### src/rtl/mips_isa_pkg.sv
// mips_isa_pkg: the MIPS opcode/funct map shared by the instruction encoder
// and the control_unit decoder, plus the compact operation enumeration used
// on the encoder's descriptor input.
package mips_isa_pkg;

  // Primary opcodes, bits [31:26]
  localparam logic [5:0] OP_RTYPE = 6'h00;
  localparam logic [5:0] OP_J     = 6'h02;
  localparam logic [5:0] OP_BEQ   = 6'h04;
  localparam logic [5:0] OP_ADDI  = 6'h08;
  localparam logic [5:0] OP_LW    = 6'h23;
  localparam logic [5:0] OP_SW    = 6'h2B;

  // R-type function codes, bits [5:0]
  localparam logic [5:0] FN_SLL = 6'h00;
  localparam logic [5:0] FN_SRL = 6'h02;
  localparam logic [5:0] FN_ADD = 6'h20;
  localparam logic [5:0] FN_SUB = 6'h22;
  localparam logic [5:0] FN_AND = 6'h24;
  localparam logic [5:0] FN_OR  = 6'h25;
  localparam logic [5:0] FN_XOR = 6'h26;
  localparam logic [5:0] FN_NOR = 6'h27;
  localparam logic [5:0] FN_SLT = 6'h2A;

  // Descriptor operation codes
  typedef enum logic [3:0] {
    IOP_ADD     = 4'd0,
    IOP_SUB     = 4'd1,
    IOP_AND     = 4'd2,
    IOP_OR      = 4'd3,
    IOP_XOR     = 4'd4,
    IOP_NOR     = 4'd5,
    IOP_SLT     = 4'd6,
    IOP_SLL     = 4'd7,
    IOP_SRL     = 4'd8,
    IOP_LW      = 4'd9,
    IOP_SW      = 4'd10,
    IOP_BEQ     = 4'd11,
    IOP_J       = 4'd12,
    IOP_ADDI    = 4'd13,
    IOP_NOP     = 4'd14,
    IOP_ILLEGAL = 4'd15
  } instr_op_e;

  // Assemble an R-type word
  function automatic logic [31:0] pack_rtype(input logic [4:0] rs, input logic [4:0] rt,
                                             input logic [4:0] rd, input logic [4:0] shamt,
                                             input logic [5:0] fn);
    return {OP_RTYPE, rs, rt, rd, shamt, fn};
  endfunction

endpackage

### src/rtl/mips_instr_pack.sv
// mips_instr_pack: purely combinational descriptor -> 32-bit MIPS word.
// Ports:
//   i_op, i_rs, i_rt, i_rd, i_shamt, i_imm : descriptor fields
//   o_word    : encoded instruction (NOP for an illegal op)
//   o_illegal : high when i_op is not a defined operation
module mips_instr_pack
  import mips_isa_pkg::*;
(
  input  logic [3:0]  i_op,
  input  logic [4:0]  i_rs,
  input  logic [4:0]  i_rt,
  input  logic [4:0]  i_rd,
  input  logic [4:0]  i_shamt,
  input  logic [25:0] i_imm,
  output logic [31:0] o_word,
  output logic        o_illegal
);

  always_comb begin
    o_word    = 32'h0000_0000;
    o_illegal = 1'b0;
    case (instr_op_e'(i_op))
      IOP_ADD:  o_word = pack_rtype(i_rs, i_rt, i_rd, 5'd0, FN_ADD);
      IOP_SUB:  o_word = pack_rtype(i_rs, i_rt, i_rd, 5'd0, FN_SUB);
      IOP_AND:  o_word = pack_rtype(i_rs, i_rt, i_rd, 5'd0, FN_AND);
      IOP_OR:   o_word = pack_rtype(i_rs, i_rt, i_rd, 5'd0, FN_OR);
      IOP_XOR:  o_word = pack_rtype(i_rs, i_rt, i_rd, 5'd0, FN_XOR);
      IOP_NOR:  o_word = pack_rtype(i_rs, i_rt, i_rd, 5'd0, FN_NOR);
      IOP_SLT:  o_word = pack_rtype(i_rs, i_rt, i_rd, 5'd0, FN_SLT);
      // Shifts take their operand from rt; rs is forced to zero
      IOP_SLL:  o_word = pack_rtype(5'd0, i_rt, i_rd, i_shamt, FN_SLL);
      IOP_SRL:  o_word = pack_rtype(5'd0, i_rt, i_rd, i_shamt, FN_SRL);
      IOP_LW:   o_word = {OP_LW,   i_rs, i_rt, i_imm[15:0]};
      IOP_SW:   o_word = {OP_SW,   i_rs, i_rt, i_imm[15:0]};
      IOP_BEQ:  o_word = {OP_BEQ,  i_rs, i_rt, i_imm[15:0]};
      IOP_ADDI: o_word = {OP_ADDI, i_rs, i_rt, i_imm[15:0]};
      IOP_J:    o_word = {OP_J, i_imm};
      IOP_NOP:  o_word = 32'h0000_0000;
      default:  o_illegal = 1'b1;
    endcase
  end

endmodule

### src/rtl/mips_instr_encoder.sv
// mips_instr_encoder: streaming instruction encoder / program loader.
// Accepts descriptors over valid/ready, encodes them and writes the words to
// consecutive instruction-memory addresses starting at BASE_ADDR.
// Ports:
//   clk, rst_n        : clock, synchronous active-low reset
//   start             : begin a session (IDLE or DONE only)
//   in_valid/in_ready : descriptor handshake; in_op/rs/rt/rd/shamt/imm/last
//   mem_we/mem_addr/mem_wdata/mem_ready : write port, held until accepted
//   busy, done        : state RUN / state DONE
//   err               : sticky illegal-op or address-wrap flag
//   count             : words written this session
module mips_instr_encoder
  import mips_isa_pkg::*;
#(
  parameter int ADDR_W    = 10,
  parameter int BASE_ADDR = 0
) (
  input  logic              clk,
  input  logic              rst_n,
  input  logic              start,
  input  logic              in_valid,
  output logic              in_ready,
  input  logic [3:0]        in_op,
  input  logic [4:0]        in_rs,
  input  logic [4:0]        in_rt,
  input  logic [4:0]        in_rd,
  input  logic [4:0]        in_shamt,
  input  logic [25:0]       in_imm,
  input  logic              in_last,
  output logic              mem_we,
  output logic [ADDR_W-1:0] mem_addr,
  output logic [31:0]       mem_wdata,
  input  logic              mem_ready,
  output logic              busy,
  output logic              done,
  output logic              err,
  output logic [ADDR_W:0]   count
);

  typedef enum logic [1:0] {S_IDLE, S_RUN, S_DONE} state_e;

  localparam logic [ADDR_W-1:0] LP_BASE = ADDR_W'(BASE_ADDR);
  localparam logic [ADDR_W-1:0] LP_MAX  = '1;

  state_e            r_state;
  logic [ADDR_W-1:0] r_ptr;
  logic [31:0]       r_wdata;
  logic              r_we;
  logic              r_last;       // word in the output register is the session's last
  logic              r_seen_last;  // last descriptor already accepted
  logic              r_err;
  logic [ADDR_W:0]   r_count;

  logic [31:0]       w_word;
  logic              w_illegal;
  logic              w_ready;
  logic              w_accept;
  logic              w_complete;

  mips_instr_pack u_pack (
    .i_op      (in_op),
    .i_rs      (in_rs),
    .i_rt      (in_rt),
    .i_rd      (in_rd),
    .i_shamt   (in_shamt),
    .i_imm     (in_imm),
    .o_word    (w_word),
    .o_illegal (w_illegal)
  );

  // The output register can take a new word when empty or when its current
  // word is leaving this cycle.
  assign w_ready    = (r_state == S_RUN) && !r_seen_last && (!r_we || mem_ready);
  assign w_accept   = in_valid && w_ready;
  assign w_complete = r_we && mem_ready;

  // The pointer always names the address of the word in the output register
  // (or of the next one), so it drives mem_addr directly and only advances
  // when a write completes.
  always_ff @(posedge clk) begin
    if (!rst_n) begin
      r_state     <= S_IDLE;
      r_ptr       <= '0;
      r_wdata     <= '0;
      r_we        <= 1'b0;
      r_last      <= 1'b0;
      r_seen_last <= 1'b0;
      r_err       <= 1'b0;
      r_count     <= '0;
    end else begin
      case (r_state)
        S_IDLE, S_DONE: begin
          if (start) begin
            r_state     <= S_RUN;
            r_ptr       <= LP_BASE;
            r_count     <= '0;
            r_err       <= 1'b0;
            r_seen_last <= 1'b0;
            r_we        <= 1'b0;
            r_last      <= 1'b0;
          end
        end
        S_RUN: begin
          if (w_complete) begin
            r_ptr   <= r_ptr + 1'b1;
            r_count <= r_count + 1'b1;
            if (r_ptr == LP_MAX) r_err <= 1'b1;
            if (r_last) r_state <= S_DONE;
          end
          if (w_accept) begin
            r_we    <= 1'b1;
            r_wdata <= w_word;
            r_last  <= in_last;
            if (in_last) r_seen_last <= 1'b1;
            if (w_illegal) r_err <= 1'b1;
          end else if (w_complete) begin
            r_we <= 1'b0;
          end
        end
        default: r_state <= S_IDLE;
      endcase
    end
  end

  assign in_ready  = w_ready;
  assign mem_we    = r_we;
  assign mem_addr  = r_ptr;
  assign mem_wdata = r_wdata;
  assign busy      = (r_state == S_RUN);
  assign done      = (r_state == S_DONE);
  assign err       = r_err;
  assign count     = r_count;

endmodule

### config.mk
export PLATFORM = sky130hd
export DESIGN_NAME = mips_instr_encoder
export DESIGN_NICKNAME = d
export VERILOG_FILES = /design/src/rtl/mips_isa_pkg.sv /design/src/rtl/mips_instr_pack.sv /design/src/rtl/mips_instr_encoder.sv
export SDC_FILE = /design/constraint.sdc
export NUM_CORES = 1
export LEC_CHECK = 0
export CAP_MARGIN = 20
export CORE_ASPECT_RATIO = 0.7
export CORE_MARGIN = 2
export CORE_UTILIZATION = 30
export CTS_CLUSTER_SIZE = 14
export DETAILED_ROUTE_END_ITERATION = 10
export HOLD_SLACK_MARGIN = 0.06
export SLEW_MARGIN = 0
export SYNTH_ARGS = -nofsm -noshare
export SYNTH_HDL_FRONTEND = slang
export SYNTH_SLANG_ARGS = --single-unit
### constraint.sdc
create_clock -name clk -period 2.95 [get_ports clk]
set_input_delay 0.59 -clock clk [delete_from_list [all_inputs] [get_ports clk]]
set_output_delay 0.59 -clock clk [all_outputs]
set_load 0.05 [all_outputs]
== Word level (Yosys, flattened, before mapping) ==
Cells that the tools add are included.

* $add $sub $neg: 2
* Equal/unequal tests: 23
* Mux-type cells: 25
* Reductions and logical operators: 19

{| class="wikitable"
|+ Operator list
! kind !! count
|-
| $pmux W32 S14 || 1
|-
| $eq A4 B4 Y1 const B || 7
|-
| $mux W11 || 2
|-
| $pmux W11 S2 || 1
|-
| $mux W10 || 2
|-
| $pmux W10 S2 || 1
|-
| $eq A4 B3 Y1 const B || 4
|-
| $reduce_or A15 Y1 || 1
|-
| $reduce_and A3 Y1 || 4
|-
| $add A11 B1 Y11 const B || 1
|-
| $add A10 B1 Y10 const B || 1
|-
| $eq A10 B10 Y1 const B || 1
|-
| $mux W1 || 10
|-
| $eq A4 B2 Y1 const B || 2
|-
| $pmux W1 S2 || 4
|-
| $mux W2 || 3
|-
| $ne A2 B1 Y1 const B || 3
|-
| $eq A4 B1 Y1 const B || 1
|-
| $logic_and A1 B1 Y1 || 4
|-
| $logic_not A4 Y1 || 1
|-
| $ne A2 B2 Y1 const B || 2
|-
| $pmux W2 S2 || 1
|-
| $reduce_and A2 Y1 || 2
|-
| $reduce_and A4 Y1 || 1
|-
| other kinds (8) || 9
|}

* Register bits: 59
* Input port bits: 56
* Output and inout bits: 58
* Word-level logic and storage cells: 77

== Depth between registers and ports, before layout ==
Gate-level depths: netlist of run 1.

* Depth after elaboration: 6
* Depth in mapped cells: 6
* Mapped depth without buffers: 4

== Hierarchy ==
From an unflattened synthesis of run 1, not the netlist that was laid out.

* Cells, all modules: 405
* Area total of the unflattened synthesis: 3298.2 sq um

{| class="wikitable"
|+ By module, submodules not included
! module !! times used !! cells each !! area an instance (sq um) !! seq. area each (sq um)
|-
| mips_instr_encoder || 1 || 280 || 2457.4 || 1181.1
|-
| mips_instr_pack || 1 || 125 || 840.8 || 0.0
|}

== Worst setup path before layout of run 1 ==
No wires, ideal clock.

* Kind: register to output
* From: register r_we (netlist: mem_we)
* To: output port in_ready
* Arrival time: 1.803 ns
* Data required time: 2.360 ns
* Path slack: 0.557 ns
* Cell stages (with the launch flop): 3
* Buffers on the path: 0
* Path through: dfxtp_1 > nor2b_1 > nor3_1

* Longest elaborated chain between the ends: 3

{| class="wikitable"
|+ Ends and longest elaborated chain
! item !! RTL line !! source
|-
| start: declaration || mips_instr_encoder.sv:48 || <nowiki>logic r_we;</nowiki>
|-
| start signal: assignment || mips_instr_encoder.sv:85 || <nowiki>r_we <= 1'b0;</nowiki>
|-
| start signal: assignment || mips_instr_encoder.sv:99 || <nowiki>r_we <= 1'b0;</nowiki>
|-
| start signal: assignment || mips_instr_encoder.sv:111 || <nowiki>r_we <= 1'b1;</nowiki>
|-
| $logic_not A1 Y1 || mips_instr_encoder.sv:73 || <nowiki>assign w_ready = (r_state == S_RUN) && !r_seen_last && (!r_we || mem_ready);</nowiki>
|-
| $logic_or A1 B1 Y1 || mips_instr_encoder.sv:73 ||
|-
| $logic_and A1 B1 Y1 || mips_instr_encoder.sv:73 ||
|-
| end: declaration || mips_instr_encoder.sv:22 || <nowiki>output logic in_ready,</nowiki>
|}

Every way passes these cells.

== Worst setup path after layout of run 1 ==
* From: register r_state[0]
* To: output port busy

* Longest elaborated chain between the ends: 1

{| class="wikitable"
|+ Ends and longest elaborated chain
! item !! RTL line !! source
|-
| start: declaration || mips_instr_encoder.sv:45 || <nowiki>state_e r_state;</nowiki>
|-
| start signal: assignment || mips_instr_encoder.sv:82 || <nowiki>r_state <= S_IDLE;</nowiki>
|-
| start signal: assignment || mips_instr_encoder.sv:94 || <nowiki>r_state <= S_RUN;</nowiki>
|-
| start signal: assignment || mips_instr_encoder.sv:108 || <nowiki>if (r_last) r_state <= S_DONE;</nowiki>
|-
| $eq A2 B1 Y1 || mips_instr_encoder.sv:129 || <nowiki>assign busy = (r_state == S_RUN);</nowiki>
|-
| end: declaration || mips_instr_encoder.sv:34 || <nowiki>output logic busy,</nowiki>
|}

Every way passes these cells.

==> results of run 1 <==
power groups by stage:
stage          Combinational, W  Clock (W)  Sequential [W]
6_report               0.000353   0.000946        0.000799
5_1_grt                0.000378    0.00102        0.000800
4_1_cts                0.000352   0.000978        0.000799
3_5_place_dp           0.000351          0        0.000814
3_3_place_gp           0.000347          0        0.000815
2_1_floorplan          0.000146          0        0.000860
how the worst max path moves through the flow:
stage | start | end | slack [ps] | cells after the start
after floorplan | mem_we$_SDFFE_PN0P_ | in_ready | 560 | 2
after global placement | mem_ready | mem_wdata[7]$_SDFFE_PN0P_ | 290 | 5
after detailed placement | mem_ready | mem_wdata[24]$_SDFFE_PN0P_ | 230 | 5
after CTS | r_state[0]$_SDFFE_PN0P_ | busy | 530 | 3
after global routing | r_state[0]$_SDFFE_PN0P_ | busy | 440 | 3
final | r_state[0]$_SDFFE_PN0P_ | busy | 520 | 3
per-stage QoR:
step | util, % | hold WS, ps | std cells | cell area [um2] | total power (W)
6_report | 46.7 | 464 | 576 | 4470 | 0.00210
5_1_grt | 46.7 | 483 | 576 | 4470 | 0.00219
4_1_cts | 46.7 | 468 | 576 | 4470 | 0.00213
3_5_place_dp | 43.8 | 453 | 560 | 4200 | 0.00117
3_3_place_gp | 43.8 | 447 | 560 | 4200 | 0.00116
2_1_floorplan | - | 447 | 331 | 2930 | 0.00101
synth_stat cells, drive strengths merged (4+ instances only):
master / n
mux2i: 6
o211ai: 4
nor2b: 13
a21boi: 8
nand2: 31
o2bb2ai: 12
o21ai: 14
o2111ai: 7
a22o: 13
o22ai: 6
o31ai: 5
a22oi: 14
xor2: 14
nor2: 24
clkbuf: 14
nand3: 14
a222oi: 5
and3: 6
dfxtp: 57
buf: 10
inv: 6
a32o: 5
a21oi: 6
routing by layer:
layer	wire, um	part of all wire (%)
met5	0	0
met4	42	0.46
met3	488	5.3
met2	4000	44
met1	4600	50
critical path: cells and delay by family (launching register included):
kind                   cells  cell delay, ps
flip-flops                 1             420
AND/OR/NAND/NOR            1             150
buffers and inverters      2             940
area by class of cell:
type / instances / area (um2)
Clock buffer: 13 / 260
Clock inverter: 3 / 15.0
Fill cell: 913 / 5100
Inverter: 6 / 22.5
Multi-Input combinational cell: 244 / 1640
Sequential cell: 57 / 1140
Tap cell: 128 / 160
Timing Repair Buffer: 125 / 1230
state kept, by name, indices dropped and copies added, names as in the netlist:
name and flops:
mem_wdata 30, r_last 1, mem_addr 10, mem_we 1, err 1, r_state 2, r_seen_last 1, count 11
kinds of logic after synthesis:
family                   share of synthesized area, %
multiplexers                                     2.44
XOR/XNOR                                         5.09
other                                           0.128
AND/OR/NAND/NOR                                  19.5
AO/OA/AOI/OAI                                    28.1
adder cells (fa/ha/maj)                         0.855
buffers and inverters                            4.83
flip-flops                                       39.0
==> report_table.html, run 1 <==
<table>
<tr><th>Metric</th><th>Value</th></tr>
<tr><th colspan="2">Detailed routing</th></tr>
<tr><td>DRT iter0 DRCs</td><td>~160</td></tr>
<tr><td>Routed wire per std cell</td><td>around 16 um</td></tr>
<tr><td>Number of iterations in the first detailed-routing pass</td><td>8</td></tr>
<tr><td>Count of vias placed by the detailed router</td><td>2981</td></tr>
<tr><td>Remaining number of nets flagged by the antenna check after routing</td><td>0</td></tr>
<tr><td>Total detailed-routing wirelength</td><td>9130 um</td></tr>
<tr><td>Number of vias per cell after detailed routing</td><td>5.18</td></tr>
<tr><td>Remaining design rule violation count</td><td>0</td></tr>
<tr><th colspan="2">Logic synthesis</th></tr>
<tr><td>Cell taking the most area after synthesis</td><td>dfxtp_1</td></tr>
<tr><td>Number of distinct library cells after synthesis</td><td>51</td></tr>
<tr><td>Commonest register cell after synthesis</td><td>dfxtp_1</td></tr>
<tr><td>FF+latch count, synth</td><td>57</td></tr>
<tr><td>Netlist area before placement</td><td>2930 um2</td></tr>
<tr><td>Post-synthesis sequential area ratio</td><td>roughly 39%</td></tr>
<tr><td>Share of the synthesized area in the top cell type</td><td>just under 40%</td></tr>
<tr><td>Share of async-settable or async-resettable flops after synthesis</td><td>0%</td></tr>
<tr><td>Count of warnings emitted by yosys</td><td>0</td></tr>
<tr><td>Synth area leaders</td><td>dfxtp_1, xor2_1, nand2_1, a22o_1, a22oi_1</td></tr>
<tr><td>Number of instances in the synthesized netlist</td><td>between 300 and 400</td></tr>
<tr><td>Synthesized area divided by synthesized cell count</td><td>8.84 um2</td></tr>
<tr><td>Count of flip-flops with a built-in enable after synthesis</td><td>0</td></tr>
<tr><td>Number of nets in the synthesized netlist</td><td>389</td></tr>
<tr><th colspan="2">Global route</th></tr>
<tr><td>Pin count of the biggest net entering global routing</td><td>25</td></tr>
<tr><td>Leftover overflow at the end of global routing</td><td>0</td></tr>
<tr><td>Met2 routing resource usage after global routing</td><td>25.6%</td></tr>
<tr><td>Number of antenna violations at the first check in global routing</td><td>0</td></tr>
<tr><td>Global Route Usage Sum</td><td>17.4%</td></tr>
<tr><td>First-pass GRT wire length</td><td>14400 um</td></tr>
<tr><td>Met1 Use GR</td><td>between 20% and 30%</td></tr>
<tr><td>Met3 usage in global routing</td><td>under 10%</td></tr>
<tr><td>Vias in the first global route</td><td>between 2000 and 3000</td></tr>
<tr><td>Layer carrying the most global-route usage</td><td>met2</td></tr>
<tr><th colspan="2">Setup path</th></tr>
<tr><td>Element type at the critical path end</td><td>primary output</td></tr>
<tr><td>Start of the worst register-to-register path</td><td>r_state[0]$_SDFFE_PN0P_</td></tr>
<tr><td>Cell breakdown of the critical path</td><td>nand2b_2, inv_1, clkdlybuf4s50_1</td></tr>
<tr><td>Worst path arrival time</td><td>1840 ps</td></tr>
<tr><td>Critical Path Source Type</td><td>flop</td></tr>
<tr><td>Cell count of the worst reg-to-reg path</td><td>4</td></tr>
<tr><td>Crit path largest cell delay</td><td>820 ps</td></tr>
<tr><td>R2R Path End</td><td>mem_wdata[24]$_SDFFE_PN0P_</td></tr>
<tr><td>Slowest library cell on the worst path</td><td>clkdlybuf4s50_1</td></tr>
<tr><td>CP Class</td><td>flop to primary output</td></tr>
<tr><td>Register-to-register setup slack</td><td>910 ps</td></tr>
<tr><td>Critical Path Fanout Max</td><td>6</td></tr>
<tr><td>Required time of the critical path</td><td>approximately 2400 ps</td></tr>
<tr><th colspan="2">Layout</th></tr>
<tr><td>Area growth from synthesis to layout</td><td>52.8%</td></tr>
<tr><td>Final layout net count</td><td>roughly 500</td></tr>
<tr><td>Most frequent standard cell in the layout excluding fill and tap cells</td><td>clkdlybuf4s50_1</td></tr>
<tr><td>Share of layout cells above drive strength 1</td><td>slightly above 7%</td></tr>
<tr><td>Ant diodes</td><td>0</td></tr>
<tr><td>Most used cells in the layout excluding fill and tap cells</td><td>clkdlybuf4s50_1, dfxtp_1, nand2_1, nor2_1</td></tr>
<tr><th colspan="2">Power</th></tr>
<tr><td>Static power due to leakage</td><td>around 1.6 nW</td></tr>
<tr><td>Power share of the sequential group</td><td>38.1%</td></tr>
<tr><td>Total power per unit cell area</td><td>about 470 nW/um2</td></tr>
<tr><td>Sw power</td><td>roughly 0.00054 W</td></tr>
<tr><td>Comb pwr share</td><td>16.8%</td></tr>
<tr><td>Share of power burned in the clock network</td><td>a little under half</td></tr>
<tr><td>Power Internal</td><td>0.00155 W</td></tr>
<tr><td>Max VDD drop</td><td>between 0.2 and 0.3 mV</td></tr>
<tr><td>Switching portion of total power</td><td>25.9%</td></tr>
<tr><th colspan="2">Placement</th></tr>
<tr><td>Placer's final routability congestion estimate</td><td>between 0.8 and 0.9</td></tr>
<tr><td>Buffers on Ports</td><td>between 100 and 150</td></tr>
<tr><td>HPWL reported at the end of detailed placement</td><td>6690 um</td></tr>
<tr><td>Worst setup timing slack at the placement stage</td><td>between 200 and 250 ps</td></tr>
<tr><th colspan="2">Timing</th></tr>
<tr><td>Transition time at the pin with the least slew margin</td><td>929 ps</td></tr>
<tr><td>Total negative setup slack</td><td>0 ps</td></tr>
<tr><td>RSZ-0062 raised after global routing</td><td>no</td></tr>
<tr><td>Count of final setup violators</td><td>0</td></tr>
<tr><td>Highest clock frequency the design can meet</td><td>0.412 GHz</td></tr>
<tr><td>Number of hold violations in the final report</td><td>0</td></tr>
<tr><td>Max-slew violations</td><td>0</td></tr>
<tr><td>Ratio of final minimum period to clock period</td><td>82.2%</td></tr>
<tr><td>Final critical-path required period</td><td>around 2400 ps</td></tr>
<tr><td>Fin worst setup slack</td><td>524 ps</td></tr>
<tr><td>Relative slew margins</td><td>38.1%</td></tr>
<tr><td>Worst Skew</td><td>5.88 ps</td></tr>
<tr><th colspan="2">CTS</th></tr>
<tr><td>Number of buffers added by the clock tree synthesis step</td><td>9</td></tr>
<tr><td>Clock root cell</td><td>clkbuf_16</td></tr>
<tr><td>Clock tree from TritonCTS</td><td>built</td></tr>
<tr><td>Worst-skew pair later-pin latency</td><td>between 300 and 400 ps</td></tr>
<tr><td>CTS clock-pin slew for the worst setup and hold paths</td><td>50 ps</td></tr>
<tr><td>Largest buffer count on any clock path</td><td>2</td></tr>
<tr><td>Quantity of hold-fixing buffers added after cts</td><td>0</td></tr>
<tr><td>Cts repair resizes</td><td>0</td></tr>
<tr><td>H-tree level count</td><td>3</td></tr>
<tr><td>Post-CTS setup buffer count</td><td>0</td></tr>
<tr><td>Number of sinks on the clock net</td><td>57</td></tr>
<tr><th colspan="2">Worst hold path</th></tr>
<tr><td>Worst hold path class</td><td>flop to flop</td></tr>
<tr><td>Hold-critical path endpoint</td><td>mem_wdata[28]$_SDFFE_PN0P_</td></tr>
<tr><td>Hold path startpoint</td><td>mem_wdata[28]$_SDFFE_PN0P_</td></tr>
<tr><td>Cell count of the worst hold path</td><td>2</td></tr>
<tr><th colspan="2">Die</th></tr>
<tr><td>Cell row count</td><td>30</td></tr>
<tr><td>CORE AREA</td><td>9570 um2</td></tr>
<tr><td>Die span in y</td><td>86.6 um</td></tr>
<tr><td>Die Wd</td><td>122 um</td></tr>
<tr><td>Area enclosed by the die boundary</td><td>10600 um2</td></tr>
<tr><td>Number of top-level pins</td><td>114</td></tr>
<tr><td>Effective utilization at floorplan</td><td>between 30 and 40%</td></tr>
<tr><th colspan="2">Status</th></tr>
<tr><td>Outcome</td><td>finished, final reports clean</td></tr>
<tr><th colspan="2">Job</th></tr>
<tr><td>Max Cap Viol</td><td>0</td></tr>
</table>
No activity file was read; power rests on OpenSTA's default activity.
==> run 2, diff against run 1 <==
==> constraint.sdc (replaced) <==
create_clock -name clk -period 2.2 [get_ports clk]
set_input_delay 0.44 -clock clk [delete_from_list [all_inputs] [get_ports clk]]
set_output_delay 0.44 -clock clk [all_outputs]
set_load 0.05 [all_outputs]
==> report_table.html, run 2 (same netlist as run 1, synthesis figures left out) <==
<table>
<tr><th>Metric</th><th>Value</th></tr>
<tr><th colspan="2">Timing</th></tr>
<tr><td>Worst Skew</td><td>4.21 ps (was 5.88 ps)</td></tr>
<tr><td>Final critical-path required period</td><td>2050 ps</td></tr>
<tr><td>Max-slew violations</td><td>0 (unchanged)</td></tr>
<tr><td>Transition time at the pin with the least slew margin</td><td>587 ps (was 929 ps)</td></tr>
<tr><td>Relative slew margins</td><td>60.7% (was 38.1%)</td></tr>
<tr><td>RSZ-0062 raised after global routing</td><td>no (unchanged)</td></tr>
<tr><td>Ratio of final minimum period to clock period</td><td>between 90 and 100%</td></tr>
<tr><td>Number of hold violations in the final report</td><td>0 (unchanged)</td></tr>
<tr><td>Count of final setup violators</td><td>0 (unchanged)</td></tr>
<tr><td>Highest clock frequency the design can meet</td><td>0.489 GHz</td></tr>
<tr><th colspan="2">Detailed routing</th></tr>
<tr><td>Remaining number of nets flagged by the antenna check after routing</td><td>0 (unchanged)</td></tr>
<tr><td>Wl on met1</td><td>4800 um (was 4600 um)</td></tr>
<tr><td>Remaining design rule violation count</td><td>0 (unchanged)</td></tr>
<tr><td>Number of iterations in the first detailed-routing pass</td><td>7 (was 8)</td></tr>
<tr><td>Total detailed-routing wirelength</td><td>9670 um (was 9130 um)</td></tr>
<tr><td>Routed wire per std cell</td><td>16.4 um (was 15.8 um)</td></tr>
<tr><td>Met3 wirelength from detailed routing</td><td>515 um (was 488 um)</td></tr>
<tr><td>DRT iter0 DRCs</td><td>246 (was 163)</td></tr>
<tr><td>Met2 Routed Length</td><td>4270 um (was 4000 um)</td></tr>
<tr><td>Number of vias per cell after detailed routing</td><td>5.23 (was 5.18)</td></tr>
<tr><td>Highest routed layer</td><td>met4 (unchanged)</td></tr>
<tr><td>Count of vias placed by the detailed router</td><td>3082 (was 2981)</td></tr>
<tr><th colspan="2">Setup path</th></tr>
<tr><td>Beginning of the critical path</td><td>mem_addr[0]$_SDFFE_PN0P_ (was r_state[0]$_SDFFE_PN0P_)</td></tr>
<tr><td>Top Family by Delay on Critical Path</td><td>buffers and inverters (unchanged)</td></tr>
<tr><td>Required time of the critical path</td><td>1760 ps (was 2360 ps)</td></tr>
<tr><td>Start of the worst register-to-register path</td><td>r_state[0]$_SDFFE_PN0P_ (unchanged)</td></tr>
<tr><td>Critical Path Fanout Max</td><td>6 (unchanged)</td></tr>
<tr><td>Slowest library cell on the worst path</td><td>clkdlybuf4s50_1 (unchanged)</td></tr>
<tr><td>Critical Path Source Type</td><td>flop (unchanged)</td></tr>
<tr><td>Crit path largest cell delay</td><td>850 ps (was 820 ps)</td></tr>
<tr><td>Worst path arrival time</td><td>1610 ps (was 1840 ps)</td></tr>
<tr><td>CP Class</td><td>flop to primary output (unchanged)</td></tr>
<tr><td>Path length in cells of the critical path</td><td>1 (was 3)</td></tr>
<tr><td>Worst Setup EP</td><td>mem_addr[0] (was busy)</td></tr>
<tr><td>Cell count of the worst reg-to-reg path</td><td>5 (was 4)</td></tr>
<tr><td>Cell breakdown of the critical path</td><td>clkdlybuf4s50_1 (was nand2b_2, inv_1, clkdlybuf4s50_1)</td></tr>
<tr><td>Buffers &amp; Inverters on Critical Path</td><td>1 (was 2)</td></tr>
<tr><td>Register-to-register setup slack</td><td>410 ps (was 910 ps)</td></tr>
<tr><td>Element type at the critical path end</td><td>primary output (unchanged)</td></tr>
<tr><td>R2R Path End</td><td>mem_wdata[8]$_SDFFE_PN0P_ (was mem_wdata[24]$_SDFFE_PN0P_)</td></tr>
<tr><th colspan="2">CTS</th></tr>
<tr><td>Clock tree from TritonCTS</td><td>built (unchanged)</td></tr>
<tr><td>H-tree level count</td><td>3 (unchanged)</td></tr>
<tr><td>Largest buffer count on any clock path</td><td>2 (unchanged)</td></tr>
<tr><td>Clock root cell</td><td>clkbuf_16 (unchanged)</td></tr>
<tr><td>Number of buffers added by the clock tree synthesis step</td><td>9 (unchanged)</td></tr>
<tr><td>Number of sinks on the clock net</td><td>57 (unchanged)</td></tr>
<tr><td>Worst-skew pair later-pin latency</td><td>320 ps (about the same)</td></tr>
<tr><td>CTS clock-pin slew for the worst setup and hold paths</td><td>50 ps (about the same)</td></tr>
<tr><th colspan="2">Layout</th></tr>
<tr><td>End-of-flow core utilization</td><td>48.4% (was 46.7%)</td></tr>
<tr><td>Share of layout cells above drive strength 1</td><td>10.4% (was 7.14%)</td></tr>
<tr><td>Max FFs per register</td><td>30 (unchanged)</td></tr>
<tr><td>Area growth from synthesis to layout</td><td>58.4% (was 52.8%)</td></tr>
<tr><td>Layout Cells excl Fill</td><td>589 (was 576)</td></tr>
<tr><td>Most used cells in the layout excluding fill and tap cells</td><td>clkdlybuf4s50_1, dfxtp_1, nand2_1, buf_4, nor2_1 (was clkdlybuf4s50_1, dfxtp_1, nand2_1, nor2_1)</td></tr>
<tr><td>Register area</td><td>1140 um2 (unchanged)</td></tr>
<tr><td>Final layout net count</td><td>514 (was 501)</td></tr>
<tr><td>Ant diodes</td><td>0 (unchanged)</td></tr>
<tr><td>Most frequent standard cell in the layout excluding fill and tap cells</td><td>clkdlybuf4s50_1 (unchanged)</td></tr>
<tr><td>Area occupied by multi-input gates</td><td>1650 um2 (was 1640 um2)</td></tr>
<tr><td>Number of inserted filler cells in the final layout</td><td>921 (was 913)</td></tr>
<tr><th colspan="2">Placement</th></tr>
<tr><td>HPWL reported at the end of detailed placement</td><td>7140 um (was 6690 um)</td></tr>
<tr><td>Buffers on Ports</td><td>112 (unchanged)</td></tr>
<tr><td>Placer's final routability congestion estimate</td><td>0.805 (was 0.806)</td></tr>
<tr><td>Number of cells in the design after placement</td><td>573 (was 560)</td></tr>
<tr><th colspan="2">Die</th></tr>
<tr><td>Area enclosed by the die boundary</td><td>10600 um2 (unchanged)</td></tr>
<tr><td>Die Wd</td><td>122 um (unchanged)</td></tr>
<tr><td>Cell row count</td><td>30 (unchanged)</td></tr>
<tr><td>Number of top-level pins</td><td>114 (unchanged)</td></tr>
<tr><td>Die span in y</td><td>86.6 um (unchanged)</td></tr>
<tr><td>CORE AREA</td><td>9570 um2 (unchanged)</td></tr>
<tr><td>Effective utilization at floorplan</td><td>30.6% (unchanged)</td></tr>
<tr><th colspan="2">Global route</th></tr>
<tr><td>Pin count of the biggest net entering global routing</td><td>26 (was 25)</td></tr>
<tr><td>Number of antenna violations at the first check in global routing</td><td>0 (unchanged)</td></tr>
<tr><td>Leftover overflow at the end of global routing</td><td>0 (unchanged)</td></tr>
<tr><td>First-pass GRT wire length</td><td>15500 um (was 14400 um)</td></tr>
<tr><td>Global Route Usage Sum</td><td>18.5% (was 17.4%)</td></tr>
<tr><td>Vias in the first global route</td><td>2982 (was 2838)</td></tr>
<tr><th colspan="2">Status</th></tr>
<tr><td>Outcome</td><td>finished, final reports clean (unchanged)</td></tr>
<tr><th colspan="2">Job</th></tr>
<tr><td>Max Cap Viol</td><td>0 (unchanged)</td></tr>
<tr><th colspan="2">Power</th></tr>
<tr><td>Static power due to leakage</td><td>1.71 nW (was 1.61 nW)</td></tr>
<tr><td>Power consumption</td><td>0.00297 W (was 0.00210 W)</td></tr>
<tr><td>Total power per unit cell area</td><td>641 nW/um2 (was 469 nW/um2)</td></tr>
<tr><td>Max VDD drop</td><td>0.366 mV (was 0.290 mV)</td></tr>
<tr><th colspan="2">Worst hold path</th></tr>
<tr><td>Worst hold path class</td><td>flop to flop (unchanged)</td></tr>
<tr><td>Cell count of the worst hold path</td><td>1 (was 2)</td></tr>
</table>
## run 2: power breakdown
part / internal [W] / total, W / switching [W]
Sequential: 0.00105 / 0.00107 / 0.0000167
Combinational: 0.000233 / 0.000501 / 0.000268
Clock: 0.000902 / 0.00140 / 0.000493
## run 2: final cells by class
class | instances | area share (%)
timing repair buffer | 138 | 29.4
tap | 128 | 3.46
sequential | 57 | 24.6
clock inverter | 5 | 1.19
multi-input combinational | 244 | 35.6
clock buffer | 11 | 5.24
inverter | 6 | 0.486
## run 2: repair_timing
action / CTS / global route
gates resized for setup: 0 / 1
setup endpoints to repair: 0 / 1
hold buffers: 0 / 0
buffers inserted: 0 / 0
## run 2: stage by stage
| stage | instance area, um2 | worst slack (ps) | hold WS [ps] | TNS, ps |
|---|---|---|---|---|
| after floorplan | 2930 | 207 | 447 | 0 |
| after global placement | 4330 | -49.0 | 445 | -536 |
| after detailed placement | 4330 | -83.6 | 449 | -987 |
| after CTS | 4630 | 35.4 | 462 | 0 |
| after global routing | 4630 | 88.1 | 490 | 0 |
| final | 4630 | 154 | 457 | 0 |
## run 2: worst min path at each step
stage / startpoint / end / slack (ps)
2_1_floorplan: r_last$_SDFFE_PN0P_ / r_last$_SDFFE_PN0P_ / 450
3_5_place_dp: mem_wdata[17]$_SDFFE_PN0P_ / mem_wdata[17]$_SDFFE_PN0P_ / 450
6_report: mem_wdata[17]$_SDFFE_PN0P_ / mem_wdata[17]$_SDFFE_PN0P_ / 460
4_1_cts: mem_wdata[17]$_SDFFE_PN0P_ / mem_wdata[17]$_SDFFE_PN0P_ / 460
5_1_grt: mem_wdata[3]$_SDFFE_PN0P_ / mem_wdata[3]$_SDFFE_PN0P_ / 490
3_3_place_gp: mem_wdata[5]$_SDFFE_PN0P_ / mem_wdata[5]$_SDFFE_PN0P_ / 440
## run 2: metal layers
metal / track usage [%] / vias to the layer above
met1: 26.9 / 1490
li1: - / 1498
met3: 4.21 / 6
met2: 27.2 / 88
met4: 5.75 / 0
met5: 0 / -
